--- src/rtl/dsp_addsub_arbiter.sv ---
// dsp_addsub_arbiter
//
// Lets two requesters share one 32-bit add/subtract unit. Port 0 is the ALU
// and port 1 is the branch/address adder. The block picks one valid request
// per cycle and drives the adder's operand and mode pins from it without a
// register in between. The adder result is captured in a register. That
// register is held until the port that owns it accepts the response. A new
// request may issue in the same cycle the owner drains the old result, which
// gives one operation per cycle.
//
// Configuration macro:
//   DSP_ARB_ROUND_ROBIN_EN  defined   -> round-robin arbitration with a 1-bit
//                                        last_grant register (resets to 1, so
//                                        port 0 wins the first contention)
//                           undefined -> fixed priority, port 0 beats port 1
//
// Ports:
//   clk, rst_n                    clock, asynchronous active-low reset
//   reqN_valid / reqN_ready       request handshake for port N
//   reqN_a, reqN_b, reqN_sub      operands and mode (0 = a+b, 1 = a-b)
//   respN_valid / respN_ready     response handshake for port N
//   resp_result                   registered result shared by both ports
//   dsp_in1, dsp_in2, dsp_is_sub  operands and mode sent to the shared adder
//   dsp_out                       combinational result from the shared adder
module dsp_addsub_arbiter (
    input  logic        clk,
    input  logic        rst_n,

    input  logic        req0_valid,
    output logic        req0_ready,
    input  logic [31:0] req0_a,
    input  logic [31:0] req0_b,
    input  logic        req0_sub,

    input  logic        req1_valid,
    output logic        req1_ready,
    input  logic [31:0] req1_a,
    input  logic [31:0] req1_b,
    input  logic        req1_sub,

    output logic        resp0_valid,
    input  logic        resp0_ready,
    output logic        resp1_valid,
    input  logic        resp1_ready,
    output logic [31:0] resp_result,

    output logic [31:0] dsp_in1,
    output logic [31:0] dsp_in2,
    output logic        dsp_is_sub,
    input  logic [31:0] dsp_out
);

    typedef enum logic {
        StIdle = 1'b0,
        StHold = 1'b1
    } state_e;

    state_e      state_q, state_d;
    logic        owner_q, owner_d;
    logic [31:0] result_q, result_d;

    logic grant0, grant1;
    logic owner_ready;
    logic issue_allowed;
    logic fire;

    // Grants are gated by rst_n. This keeps the ready outputs and the adder
    // pins at 0 for as long as reset is held.
`ifdef DSP_ARB_ROUND_ROBIN_EN
    logic last_grant_q, last_grant_d;

    always_comb begin
        grant0 = rst_n & req0_valid & (~req1_valid | last_grant_q);
        grant1 = rst_n & req1_valid & (~req0_valid | ~last_grant_q);
    end
`else
    always_comb begin
        grant0 = rst_n & req0_valid;
        grant1 = rst_n & req1_valid & ~req0_valid;
    end
`endif

    always_comb begin
        owner_ready   = owner_q ? resp1_ready : resp0_ready;
        // In HOLD the owner must drain in this cycle before a new op can issue.
        issue_allowed = (state_q == StIdle) | owner_ready;
        req0_ready    = grant0 & issue_allowed;
        req1_ready    = grant1 & issue_allowed;
        fire          = req0_ready | req1_ready;
    end

    // The adder pins follow the granted request even while backpressured.
    // They only matter in a cycle where the request actually fires.
    always_comb begin
        dsp_in1    = 32'd0;
        dsp_in2    = 32'd0;
        dsp_is_sub = 1'b0;
        if (grant0) begin
            dsp_in1    = req0_a;
            dsp_in2    = req0_b;
            dsp_is_sub = req0_sub;
        end else if (grant1) begin
            dsp_in1    = req1_a;
            dsp_in2    = req1_b;
            dsp_is_sub = req1_sub;
        end
    end

    always_comb begin
        state_d  = state_q;
        owner_d  = owner_q;
        result_d = result_q;
        if (fire) begin
            state_d  = StHold;
            owner_d  = req1_ready;
            result_d = dsp_out;
        end else if ((state_q == StHold) && owner_ready) begin
            state_d = StIdle;
        end
    end

`ifdef DSP_ARB_ROUND_ROBIN_EN
    always_comb begin
        last_grant_d = last_grant_q;
        if (fire) begin
            last_grant_d = req1_ready;
        end
    end

    always_ff @(posedge clk or negedge rst_n) begin
        if (!rst_n) begin
            last_grant_q <= 1'b1;
        end else begin
            last_grant_q <= last_grant_d;
        end
    end
`endif

    always_ff @(posedge clk or negedge rst_n) begin
        if (!rst_n) begin
            state_q  <= StIdle;
            owner_q  <= 1'b0;
            result_q <= 32'd0;
        end else begin
            state_q  <= state_d;
            owner_q  <= owner_d;
            result_q <= result_d;
        end
    end

    always_comb begin
        resp0_valid = (state_q == StHold) & ~owner_q;
        resp1_valid = (state_q == StHold) &  owner_q;
        resp_result = result_q;
    end

endmodule

--- config.mk ---
export PLATFORM = sky130hd
export DESIGN_NAME = dsp_addsub_arbiter
export DESIGN_NICKNAME = d
export VERILOG_FILES = /design/src/rtl/dsp_addsub_arbiter.sv
export SDC_FILE = /design/constraint.sdc
export NUM_CORES = 1
export LEC_CHECK = 0
export BUFFER_PORTS_ARGS = -buffer_cell sky130_fd_sc_hd__buf_4
export CORE_AREA = 2 2 103 105
export CTS_BUF_LIST = sky130_fd_sc_hd__clkbuf_8
export CTS_CLUSTER_DIAMETER = 200
export CTS_CLUSTER_SIZE = 25
export DETAILED_ROUTE_END_ITERATION = 10
export DIE_AREA = 0 0 105 107
export PLACE_DENSITY = 0.59
export SYNTH_ARGS = -nofsm -noshare
export SYNTH_HDL_FRONTEND = slang
export SYNTH_SLANG_ARGS = --single-unit
--- constraint.sdc ---
create_clock -name clk -period 3.53 [get_ports clk]
set_input_delay 0.353 -clock clk [delete_from_list [all_inputs] [get_ports clk]]
set_output_delay 0.353 -clock clk [all_outputs]
set_load 0.05 [all_outputs]
# Word-level counts from Yosys, hierarchy flattened
# Index checks and enable logic that the tools add are counted.
[totals] reg_bits=34 latch_bits=0 mem_bits_rw=0 rom_bits=0 inputBits=168 mem_count=0
[classes] add_sub_neg=0 multipliers=0 div_mod_pow=0 n_lt_le_gt_ge=0 eq_ne=0 n_shift=0 mux=9 n_bitwise=12 n_reduce_logical=2
[ops] cell="$mux W32" count=4
[ops] cell="$and A1 B1 Y1" count=7
[ops] cell="$mux W1" count=5
[ops] cell="$not A1 Y1" count=3
[ops] cell="$or A1 B1 Y1" count=2
[ops] cell="$reduce_bool A2 Y1" count=1
[ops] cell="$logic_and A1 B1 Y1" count=1

# Logic depth before layout (Yosys ltp)
[logic_depth] depth_word=5 depth_mapped=6

# Worst setup path after synthesis
# Ideal clock, no wire load.
[synth_timing] kind="input-to-output" from="input port req0_valid" to="output port req1_ready" arrival_time_ns=1.745 required_time_ns=3.177 path_slack_ns=1.432 stages=5 n_path_buf=3 path_cell_list="and3b_1 -> clkbuf_1 -> buf_4 -> buf_2 -> nor2b_1"
[synth_between] elab_chain_cells=3
[synth_rtl] element="start, declared" line="29" source="input logic req0_valid,"
[synth_rtl] element="$not A1 Y1" line="79" source="grant1 = rst_n & req1_valid & ~req0_valid;"
[synth_rtl] element="$and A1 B1 Y1" line="79"
[synth_rtl] element="$and A1 B1 Y1" line="88" source="req1_ready = grant1 & issue_allowed;"
[synth_rtl] element="end, declared" line="36" source="output logic req1_ready,"
# No other way between the ends.

# Worst setup path after layout
[layout_timing] from="input port req0_valid" to="output port dsp_in1[17]"
[layout_between] elab_chain_cells=4 word_cells_on_any_way=5 cone_classes="mux: 2; bitwise: 3"
[layout_rtl] element="$not A1 Y1" line="79"
[layout_rtl] element="$and A1 B1 Y1" line="79"
[layout_rtl] element="$mux W32" line="102" source="end else if (grant1) begin"
[layout_rtl] element="$mux W32 (*)" line="98" source="if (grant0) begin"
[layout_rtl] element="end, declared" line="47" source="output logic [31:0] dsp_in1,"
# Mark *: on every way between the ends. The rest lies on a longest branch, timed or not.

==> out/metrics.yaml <==
clock_tree:
  htree_levels: 2
  numClockSinks: 34
  cts-root-buf: "clkbuf_8"
  cts_setup_buffers: 0
  hold_buffers: 0
  postCtsResizedCells: 0
  cts.reportedPaths.clkPinSlew_ns: 0.06
  clk_latency_ns: 0.28
  clock_path_buffers: 2
  cts_buffers: 5
  cts_tree: "done"
grt:
  grt-ovfl-total: 0
  track_usage: 0.1461
  antenna_found_initial: 0
  grt_pass1_wl_mm: 13.05
  grt_pass1_vias: 2509
  grt_max_degree: 53
power:
  total_power_mw: 1.835
  ir_drop_mv: 0.2495
  power_density_mw_per_mm2: 436.7
  p_leak_nw: 2.207
logic_synthesis:
  yosysTopAreaCell: "dfrtp_1"
  synth_edf_count: 0
  syn_inst: 165
  synth-main-ff-cell: "dfrtp_1"
  ys_seq_area_frac: 0.4282
  synthDistinctLibCells: 18
  synthesis.nets: 333
  ys_seq_elements: 34
  ys_async_sr_fraction: 1.000
  ys_warn_count: 0
  synth.area.top_cells: "dfrtp_1, a22o_1, mux2_2"
  yosys.area.top_type_share: 0.4282
  synthesis.area_mm2: 0.001987
  avgSynthCellArea_um2: 12.04
drt:
  viasPerCell: 4.368
  drc: 0
  firstDrtPassIters: 4
  drt_iter0_markers: 168
  drt_wl_total_mm: 8.947
  avgRoutedWirePerCell_um: 15.89
  ant_nets: 0
  vias: 2459
worst_setup_path:
  cp_max_fo: 39
  crit_chain: "buf_4, and3b_2, buf_4, a22o_1, buf_4"
  critical_path_required_ns: 3.18
  end_kind: "output pin"
  arrival_ns: 2.01
  start_kind: "primary input"
  crit_path_max_incr_delay_ns: 0.75
  path_class: "primary input to output pin"
  slowest_stage: "and3b_2"
  crit_path_frequent_cell: "buf_4"
placement:
  gp_congestion: 0.7504
  dpl.hpwl_mm: 7.261
  portBuffers: 268
floorplanning:
  die_h_um: 107
  rows: 37
  core_area_mm2: 0.01009
  die-width_um: 105
  die_area_mm2: 0.01124
  io_pins: 269
  start_util: 0.1969
timing:
  setup-violations-final: 0
  clock_skew_ns: 0.004422
  max_freq_ghz: 0.4225
  hold_violations: 0
  fin_crit_ns: 2.367
  rsz0062_at_grt: "no"
  maxSlewViolCount: 0
  min_period_over_period: 0.6704
  worst_pin_slew_ns: 1.021
  tns_ns: 0
  timing.slew.headroom: 0.3194
finish:
  final_common_cell: "buf_4"
  nets: 594
  fin_util: 0.4163
  synthToLayoutAreaGrowth_pct: 111.5
  drive_gt1_frac: 0.7330
  mostFrequentLayoutCells: "buf_4, a22o_1, dfrtp_1"
  diodes: 0
hold_path:
  hp-class: "primary input to async pin"
run_status:
  run_status: "complete, no violations"
flow_run:
  cap_viol_max_count: 0
per-stage QoR:
step           area (um2)  hold WS [ns]  cells  setup slack, ns
2_1_floorplan        1987       0.05741    165            1.432
3_3_place_gp         4110        0.4214    555            1.028
3_5_place_dp         4110        0.4366    555           0.9610
4_1_cts              4202        0.1270    563            1.126
5_1_grt              4202        0.1613    563            1.020
6_report             4202        0.1241    563            1.163
worst max-delay path, delay by kind of cell:
kind,cells,cell delay [ns]
buf+inv,3,0.71
compound gates,1,0.18
simple gates,1,0.75
worst paths after layout:
kind | start | end | slack, ns | cells past startpoint
worst min-delay path | rst_n | resp_result[25]$_DFFE_PN0P_ | 0.12 | 2
min in group clk | dsp_out[16] | resp_result[16]$_DFFE_PN0P_ | 0.29 | 2
worst min register to register | resp_result[15]$_DFFE_PN0P_ | resp_result[15]$_DFFE_PN0P_ | 0.50 | 1
worst max register to register | owner_q$_DFFE_PN0P_ | resp_result[18]$_DFFE_PN0P_ | 1.58 | 3
worst max-delay path | req0_valid | dsp_in1[17] | 1.16 | 5
max in group asynchronous | rst_n | resp_result[15]$_DFFE_PN0P_ | 3.09 | 2
sequential cells by signal (all words and copies together) (netlist names):
signal,flops
owner_q,1
resp_result,32
state_q,1
layout make-up:
class	instances	area [um2]
fill	1005	5891
timing repair buffer	273	2049
multi-input combinational	112	1040
sequential	34	850.8
tap	136	170.2
clock buffer	6	82.58
clock inverter	2	8.758
logic make-up after synthesis:
kind of cell    Yosys count  synth area share
compound gates           69            0.2985
flops                    34            0.4282
mux                      33            0.1864
buf+inv                  19           0.05353
simple gates             10           0.03338
synth_stat cells, types with 2 or more instances:
library cell,n
nor2b_1,2
a22o_1,65
clkbuf_1,6
mux2_2,30
buf_1,2
mux2_1,2
nand2b_1,3
dfrtp_1,34
a21oi_1,2
and2_1,3
buf_2,7
buf_6,3
report_power, final:
part	leakage [nW]	internal [mW]	switching [mW]	total (mW)
Clock	0.0524	0.154	0.129	0.283
Combinational	1.76	0.392	0.638	1.03
Sequential	0.398	0.474	0.0478	0.522
routing by layer:
layer  track usage  up-vias  part of all wire
li1              -     1171                 -
met1        0.1597     1142              0.36
met2        0.2760      137              0.54
met3       0.04559        9             0.092
met4       0.03143        0            0.0095
met5             0        -                 0
Power figures use the tool's default switching activity.
